**src/rtl/fetch_pkg.sv**
```systemverilog
// Shared types and constants for the instruction fetch controller.
package fetch_pkg;

  localparam int XLEN        = 32;
  localparam int INSTR_BYTES = 4;
  localparam int TMO_W       = 8;

  localparam logic [XLEN-1:0]  RESET_PC = 32'h0000_0000;
  localparam logic [TMO_W-1:0] TIMEOUT  = 8'd255;

  typedef enum logic [2:0] {
    IDLE  = 3'd0,
    REQ   = 3'd1,
    DRAIN = 3'd2,
    HOLD  = 3'd3,
    HALT  = 3'd4
  } fetch_state_e;

  // Instruction addresses are word aligned; low bits of a target are dropped.
  function automatic logic [XLEN-1:0] align_pc(input logic [XLEN-1:0] addr);
    return addr & ~(XLEN'(INSTR_BYTES - 1));
  endfunction

endpackage

```
**src/rtl/fetch_timeout_ctr.sv**
```systemverilog
// Saturating cycle counter that flags when an instruction memory ack is overdue.
module fetch_timeout_ctr
  import fetch_pkg::*;
#(
  parameter int               W     = TMO_W,
  parameter logic [W-1:0]     LIMIT = TIMEOUT
) (
  input  logic clk,
  input  logic reset,
  input  logic clear_i,
  input  logic enable_i,
  output logic expired_o
);

  logic [W-1:0] cnt_q;

  always_ff @(posedge clk or posedge reset) begin
    if (reset) begin
      cnt_q <= '0;
    end else if (clear_i) begin
      cnt_q <= '0;
    end else if (enable_i && (cnt_q != LIMIT)) begin
      cnt_q <= cnt_q + W'(1);
    end
  end

  assign expired_o = (cnt_q == LIMIT);

endmodule

```
**src/rtl/fetch_ctrl.sv**
```systemverilog
// Instruction fetch controller: sequential/redirected fetch with stall hold,
// outstanding-request drain, program-end halt and ack timeout detection.
//   state | meaning
//   IDLE  | one cycle after reset, no request
//   REQ   | request at pc outstanding
//   DRAIN | waiting out an abandoned request, its data is dropped
//   HOLD  | instruction delivered, downstream stalled
//   HALT  | stopped until reset
module fetch_ctrl
  import fetch_pkg::*;
(
  input  logic            clk,
  input  logic            reset,
  input  logic            finish_flag,
  input  logic            stall,
  input  logic            redirect,
  input  logic [XLEN-1:0] redirect_target,
  output logic            imem_req,
  output logic [XLEN-1:0] imem_addr,
  input  logic            imem_ack,
  input  logic [XLEN-1:0] imem_rdata,
  output logic            inst_valid,
  output logic [XLEN-1:0] inst,
  output logic [XLEN-1:0] inst_pc,
  output logic            halted,
  output logic            fetch_err
);

  fetch_state_e    state_q, state_d;
  logic [XLEN-1:0] pc_q, pc_d;
  logic [XLEN-1:0] inst_q, inst_d;
  logic [XLEN-1:0] inst_pc_q, inst_pc_d;
  logic            valid_q, valid_d;
  logic            req_q, req_d;
  logic            halted_q, halted_d;
  logic            err_q, err_d;
  logic            drain_halt_q, drain_halt_d;

  logic            tmo_clr, tmo_en, tmo_expired;
  logic [XLEN-1:0] pc_seq, redir_pc;

  assign pc_seq   = pc_q + XLEN'(INSTR_BYTES);
  assign redir_pc = align_pc(redirect_target);

  fetch_timeout_ctr #(
    .W     (TMO_W),
    .LIMIT (TIMEOUT)
  ) u_tmo (
    .clk       (clk),
    .reset     (reset),
    .clear_i   (tmo_clr),
    .enable_i  (tmo_en),
    .expired_o (tmo_expired)
  );

  always_comb begin
    state_d      = state_q;
    pc_d         = pc_q;
    inst_d       = inst_q;
    inst_pc_d    = inst_pc_q;
    valid_d      = valid_q;
    err_d        = err_q;
    drain_halt_d = drain_halt_q;
    tmo_clr      = 1'b1;
    tmo_en       = 1'b0;

    unique case (state_q)
      IDLE: begin
        valid_d = 1'b0;
        if (finish_flag) begin
          state_d = HALT;
        end else if (redirect) begin
          pc_d    = redir_pc;
          state_d = stall ? HOLD : REQ;
        end else begin
          state_d = REQ;
        end
      end

      REQ: begin
        tmo_en  = 1'b1;
        tmo_clr = imem_ack;
        if (finish_flag) begin
          valid_d = 1'b0;
          tmo_clr = 1'b1;
          if (imem_ack) begin
            state_d = HALT;
          end else begin
            state_d      = DRAIN;
            drain_halt_d = 1'b1;
          end
        end else if (redirect) begin
          // Any data arriving with or after a redirect belongs to the old path.
          valid_d = 1'b0;
          pc_d    = redir_pc;
          tmo_clr = 1'b1;
          if (!imem_ack) begin
            state_d      = DRAIN;
            drain_halt_d = 1'b0;
          end
        end else if (imem_ack) begin
          inst_d    = imem_rdata;
          inst_pc_d = pc_q;
          valid_d   = 1'b1;
          pc_d      = pc_seq;
          state_d   = stall ? HOLD : REQ;
        end else begin
          valid_d = 1'b0;
          if (tmo_expired) begin
            err_d   = 1'b1;
            state_d = HALT;
          end
        end
      end

      DRAIN: begin
        tmo_en  = 1'b1;
        tmo_clr = imem_ack;
        valid_d = 1'b0;
        if (finish_flag) begin
          drain_halt_d = 1'b1;
        end else if (redirect) begin
          pc_d = redir_pc;
        end
        if (imem_ack) begin
          state_d      = (drain_halt_q || finish_flag) ? HALT : REQ;
          drain_halt_d = 1'b0;
        end else if (tmo_expired) begin
          err_d   = 1'b1;
          state_d = HALT;
        end
      end

      HOLD: begin
        if (finish_flag) begin
          valid_d = 1'b0;
          state_d = HALT;
        end else if (redirect) begin
          valid_d = 1'b0;
          pc_d    = redir_pc;
          state_d = stall ? HOLD : REQ;
        end else if (!stall) begin
          valid_d = 1'b0;
          state_d = REQ;
        end
      end

      HALT: begin
        valid_d = 1'b0;
      end

      default: begin
        valid_d = 1'b0;
        state_d = IDLE;
      end
    endcase

    req_d    = (state_d == REQ);
    halted_d = (state_d == HALT);
  end

  always_ff @(posedge clk or posedge reset) begin
    if (reset) begin
      state_q      <= IDLE;
      pc_q         <= RESET_PC;
      inst_q       <= '0;
      inst_pc_q    <= '0;
      valid_q      <= 1'b0;
      req_q        <= 1'b0;
      halted_q     <= 1'b0;
      err_q        <= 1'b0;
      drain_halt_q <= 1'b0;
    end else begin
      state_q      <= state_d;
      pc_q         <= pc_d;
      inst_q       <= inst_d;
      inst_pc_q    <= inst_pc_d;
      valid_q      <= valid_d;
      req_q        <= req_d;
      halted_q     <= halted_d;
      err_q        <= err_d;
      drain_halt_q <= drain_halt_d;
    end
  end

  assign imem_req   = req_q;
  assign imem_addr  = pc_q;
  assign inst_valid = valid_q;
  assign inst       = inst_q;
  assign inst_pc    = inst_pc_q;
  assign halted     = halted_q;
  assign fetch_err  = err_q;

endmodule

```
**config.mk**
```make
export PLATFORM = sky130hd
export DESIGN_NAME = fetch_ctrl
export DESIGN_NICKNAME = d
export VERILOG_FILES = /design/src/rtl/fetch_pkg.sv /design/src/rtl/fetch_timeout_ctr.sv /design/src/rtl/fetch_ctrl.sv
export SDC_FILE = /design/constraint.sdc
export NUM_CORES = 1
export LEC_CHECK = 0
export ABC_AREA = 0
export BUFFER_PORTS_ARGS = -buffer_cell sky130_fd_sc_hd__buf_4
export CORE_UTILIZATION = 41
export CTS_BUF_LIST = sky130_fd_sc_hd__clkbuf_16
export DETAILED_ROUTE_END_ITERATION = 8
export PLACE_DENSITY = 0.74
export SKIP_CTS_REPAIR_TIMING = 1
export SLEW_MARGIN = 40
export SYNTH_ARGS = -nofsm -noshare
export SYNTH_HDL_FRONTEND = slang
export SYNTH_HIERARCHICAL = 1
export SYNTH_SLANG_ARGS = --single-unit
```
**constraint.sdc**
```tcl
create_clock -name clk -period 3.3 [get_ports clk]
set_clock_uncertainty 0.05 [all_clocks]
set_input_delay 0.825 -clock clk [delete_from_list [all_inputs] [get_ports clk]]
set_output_delay 0.825 -clock clk [all_outputs]
set_load 0.005 [all_outputs]
```
# Word-level counts from Yosys, hierarchy flattened
# Cells that the tools add are included.
# Widths: inputs -> output; s select.
[op_classes]
n_addsub = 2
eq_ne = 17
muxes = 46
bitwise_logic = 2
reduce_logical = 12
[op_table]
columns = ["operator", "count"]
rows = [
  ["$mux 32", 5],
  ["$pmux 32 s2", 1],
  ["$mux 3", 12],
  ["$add 32x3->32 const B", 1],
  ["$mux 1", 19],
  ["$mux 8", 2],
  ["$pmux 3 s5", 1],
  ["$ne 3x3->1 const B", 3],
  ["$add 8x1->8 const B", 1],
  ["$eq 8x8->1 const B", 1],
  ["$ne 2x2->1 const B", 4],
  ["$ne 8x8->1 const B", 1],
  ["$pmux 1 s2", 4],
  ["$reduce_and 4->1", 2],
  ["$eq 3x1->1 const B", 2],
  ["$eq 3x2->1 const B", 2],
  ["$eq 3x3->1 const B", 2],
  ["$reduce_bool 2->1", 3],
  ["$reduce_and 5->1", 1],
  ["$mux 2", 2],
  ["$ne 4x4->1 const B", 1],
  ["$logic_not 3->1", 1],
  ["$reduce_and 3->1", 1],
  ["$reduce_or 3->1", 1],
  ["other kinds (5)", 6],
]
[totals]
ff_bits = 112
input_bits = 70
out_inout_bits = 100
wordCells = 89

# Depth between registers and ports, before layout
[logic_depth]
depth_word = 7
mapped_depth = 8
ltp_nobuf = 7

# Modules after synthesis
# The synthesis kept the hierarchy.
[modules_own_cells]
columns = ["module", "n_inst", "cells_per_inst", "area_per_inst_um2", "seq_area_each_um2"]
rows = [
  ["fetch_ctrl", 1, 563, 4904.7, 2502.4],
  ["fetch_timeout_ctr", 1, 48, 488.0, 200.2],
]

# Least setup slack after synthesis
# Ideal clock, no wire load.
[synth_timing]
path_kind = "input -> register"
start = "input finish_flag"
end = "register pc_q[25] (netlist: imem_addr[25])"
setup_ps = 69
t_arrival_ps = 2002
t_required_ps = 3181
path_slack_ps = 1179
stages = 5
path_buffers = 1
path_cell_list = "nor2_2 -> o21ai_0 -> clkbuf_8 -> or4_1 -> nand3_1"
[synth_via]
elab_chain_cells = 2
elab_cells_between_ends = 3
cone_classes = "eq/ne (2); reduce/logical (1)"
[synth_lines]
columns = ["element", "line_no", "rtl"]
rows = [
  ["from (decl)", "fetch_ctrl.sv:14", "input logic finish_flag,"],
  ["$ne 2x2->1 (no line)", "-", ""],
  ["$reduce_and 5->1 (no line) *", "-", ""],
  ["to (signal assigned)", "fetch_ctrl.sv:175", "pc_q <= pc_d;"],
  ["to (decl)", "fetch_ctrl.sv:30", "logic [XLEN-1:0] pc_q, pc_d;"],
]
# Every way passes the cells marked *; elsewhere a longest branch is shown, timed or not.
# A chain may end at the register's enable or synchronous reset.

# Worst setup path after layout
[layout_timing]
start = "input imem_ack"
end = "register pc_q[16] (netlist: imem_addr[16])"
[layout_via]
elab_chain_cells = 2
[layout_lines]
columns = ["element", "line_no", "rtl"]
rows = [
  ["from (decl)", "fetch_ctrl.sv:20", "input logic imem_ack,"],
  ["$ne 3x3->1 (no line)", "-", ""],
  ["$reduce_and 5->1 (no line)", "-", ""],
]
# Every way passes these cells.

==> results.md <==
Timing:
- The time the worst path needs with I/O delays and setup is between 2 and 2.5 ns.
- Setup violations remaining at the end of the flow were counted as 0.
- The highest achievable clock rate is roughly 420 MHz.
- The final critical-path share of the clock period is 0.7199.
- The total negative setup slack is 0 ns.
- Measured against its own limit, the worst slew margin works out to 0.4354.
- The max-slew violation total from the final report is 0.
- The final number of hold-violating endpoints is 0.
- Setup repair after global routing left no endpoint under its margin.
- For the pin with the worst max-slew slack, the measured transition is around 0.85 ns.

Global routing:
- Summed over all layers, the global routing overflow is 0.
- The pin count of the biggest net entering global routing is just over 50.
- The number of global-route vias before repair was 4455.
- The initial antenna violation count came to 0.
- The all-layer global routing usage is 0.2152.
- The global-route wire length before repair is roughly 23 mm.

CTS:
- The cell at the root of the clock tree is clkbuf_16.
- Buffers inserted during clock tree synthesis total 9.
- TritonCTS built the clock tree.
- Clock latency on the worst-skew pair, taken at its later pin, is ~0.35 ns.
- Clock tree synthesis found a total of 108 sinks.
- No sink is reached through more buffers than the 2 on the longest clock path.
- The H-tree generated during clock tree synthesis spans 3 levels.
- The clock-pin slew of the registers on the worst-case setup and hold paths is 0.07 ns.

Worst setup path:
- The number of cells on the worst reg-to-reg path is 5.
- The worst endpoint data arrival time is 2.57 ns.
- The launch instance of the worst register-to-register path is state_q[0]$_DFF_PP0_.
- The worst setup path is captured at a flop.
- The setup slack on the worst flop-to-flop path is 1.00 ns.
- In this run the worst path has a maximum fanout of 35.
- In this run the critical register-to-register path is captured at imem_addr[16]$_DFFE_PP0P_.
- STA classifies the critical path startpoint as a primary input.
- The required time at the worst-slack endpoint is around 3.5 ns.
- The setup path with the least slack is of type in2reg.

Logic synthesis:
- The proportion of synthesized flip-flops having asynchronous set or reset is 1.000.
- The share of synthesized area occupied by flip-flops and latches is 0.5012.
- Dividing the synthesized area by the synthesized cell count gives 8.826 µm².
- Yosys mapped a number of flops with a built-in enable equal to 0.
- The combined area of all synthesized cells is 5393 µm².
- By area the synthesized netlist is led by dfrtp_1 (50%), nand2_1 (15%), a21oi_1 (2.8%).
- The dominant register cell in the synthesized netlist is dfrtp_1.
- The count of yosys warnings during synthesis is 6.
- After synthesis, the most frequently instantiated cells are nand2_1 (210), dfrtp_1 (108), a21oi_1 (30).
- The netlist uses 68 different library cells.
- The fraction of synthesized cell area taken by the top area cell type is 0.5012.
- The largest total area in the synthesized netlist belongs to dfrtp_1.
- The number of cells produced by synthesis is 611.
- nand2_1 is the most common cell in the netlist.
- Synthesis inferred between 100 and 150 register bits.

Detailed routing:
- The detailed router's first-iteration violation count is between 300 and 400.
- The antenna violation net count after detailed routing is 0.
- Using the TritonRoute via totals, the vias-per-cell ratio works out to approximately 5.3.
- For this run, design rule violations remaining after detail routing come to 0.
- The final wirelength is roughly 14 mm.
- The first-pass detailed-route iteration total is 5.
- The detail-routed net length per standard cell is 15.53 µm.
- Across all layers, the routed design uses between 4000 and 5000 vias.

Placement:
- In this run the cell area measured after placement is between 6000 and 7000 µm².
- The number of buffers added on ports is around 160.
- The placed instance count is slightly above 900.
- After legalization and detailed placement, the total HPWL measured slightly above 10 mm.
- The final weighted congestion in routability-driven placement is between 0.8 and 0.9.

Min path:
- The type of the most critical hold path is in2async.

Final layout:
- At the end of the flow the core is filled with cells to 0.5409.
- The post-route cell area is between 6000 and 7000 µm².
- After filler insertion, the fill cell instance count of the layout stands at ~1200.
- The proportion of layout cells with a drive suffix above 1 is 0.2746.
- The post-synthesis to final-layout area growth is 27.61%.
- At the end of the flow, the number of nets in the layout was just over 800.
- The area occupied by registers is roughly 2700 µm².
- The area taken by multi-input logic gates is around 2400 µm².
- For this run, the number of standard cells in the final layout without fillers is 933.
- The number of diodes added for antenna fixing is 0.

Pwr:
- Cell internal power was estimated by the tool at 3.481 mW.
- The total power consumption of the routed design is 5.468 mW.
- Of the total power, combinational logic draws 0.380.
- The portion of total power attributed to the clock network is 0.175.
- The worst voltage drop across the vdd grid is 0.2647 mV.
- The cell area power density is 794.6 nW/µm².
- The net switching power figure is 1.987 mW.
- Summed over all cells, the static leakage comes to between 3 and 4 nW.
- The sequential share of power is 0.446.
- Of the total power, the share spent switching nets is 0.3634.

Floorplan:
- The site row count is slightly above 40.
- The floorplan step set the die width to approximately 120 µm.
- The number of placed I/O pins is 170.
- The vertical extent of the die is 116.7 µm.
- The initial utilization of the core area, before any placement, comes to 0.4239.
- The floorplan step defined a die boundary enclosing 13620 µm².
- The region available for standard cell placement spans between 10000 and 15000 µm².

Run status:
- The flow ran to the end, and the final reports show no timing, DRC or antenna violations.

Flow run:
- Across the run, the number of max-cap violations was 0.
==> registers in the layout (all words and copies together), names as in the netlist <==
| name | count |
|---|---|
| inst | 32 |
| imem_addr | 30 |
| inst_pc | 30 |
| u_tmo/cnt_q | 8 |
| state_q | 3 |
| drain_halt_q | 1 |
| fetch_err | 1 |
| halted | 1 |
| imem_req | 1 |
| inst_valid | 1 |
==> layout make-up <==
type / count / share of cell area
repair buffers: 174 / 0.1898
multi-input cells: 454 / 0.3438
well taps: 172 / 0.03127
flip-flops and latches: 108 / 0.3927
clock buffers: 9 / 0.03273
clock inverters: 7 / 0.004182
inverters: 9 / 0.005455
==> stage by stage <==
stage	worst slack [ns]	hold WS [ns]
after floorplan	1.179	0.4090
after global placement	0.7188	0.4095
after detailed placement	0.6265	0.4135
after CTS	0.9602	0.3942
after global routing	0.8541	0.4198
final	0.9243	0.3944
==> layout by cell type, fill, tap and decap left out, drive strengths merged, types with 3 or more instances in the layout <==
cell    Yosys  final
a311oi      8      8
a32oi       3      3
or3         5      5
nand2     211    211
and3       11     11
clkinv      0      3
nand4      10     10
buf        27    174
nand2b      5      5
or4         3      3
nand3      20     20
inv         9     12
conb        1      4
and2        3      3
dfrtp     108    108
o22ai      10     10
o32ai       3      3
a31oi       4      4
nor2b       5      5
o21ai      29     29
a211oi      3      3
mux2        3      3
nor3       14     14
nor2       26     26
and4        5      5
clkbuf     14      9
a21oi      33     33
==> worst max-delay path: stages <==
cell      delay, ns
buf_4          0.15
and3b_1        0.21
o21ai_2        0.66
nor2_4         0.07
buf_4          0.28
a311oi_1       0.35
==> layer usage <==
metal	vias up	GRT usage	routed length [µm]
met2	181	0.3416	6996
met3	20	0.03684	961
met1	2399	0.2944	6265
met4	0	0.08186	263
met5	-	0	0
li1	2391	-	-
==> cells by family after synthesis <==
group           after synthesis  synth area share
flops                       108            0.5012
compound gates              115            0.1378
simple gates                328            0.2789
fa+ha+maj                     2          0.004640
mux                           5           0.01067
buf+inv                      52           0.06612
other cells                   1         0.0006954
==> power groups by stage <==
stage               Combinational [mW]  Clock (mW)  Sequential (mW)
floorplan                         1.07           0             2.34
global placement                  2.03           0             2.41
detailed placement                2.09           0             2.45
CTS                               2.10       0.986             2.43
global route                      2.33        1.03             2.52
finish                            2.08       0.956             2.44
==> how the worst max path moves through the flow <==
stage          slack [ns]                        end  cells after the start         from
3_3_place_gp         0.72  imem_addr[27]$_DFFE_PP0P_                      6     imem_ack
3_5_place_dp         0.63  imem_addr[30]$_DFFE_PP0P_                      7     imem_ack
6_report             0.92  imem_addr[16]$_DFFE_PP0P_                      6     imem_ack
4_1_cts              0.96  imem_addr[16]$_DFFE_PP0P_                      6     imem_ack
2_1_floorplan        1.18  imem_addr[25]$_DFFE_PP0P_                      5  finish_flag
5_1_grt              0.85  imem_addr[16]$_DFFE_PP0P_                      6     imem_ack
(Power assumes the default switching activity.)
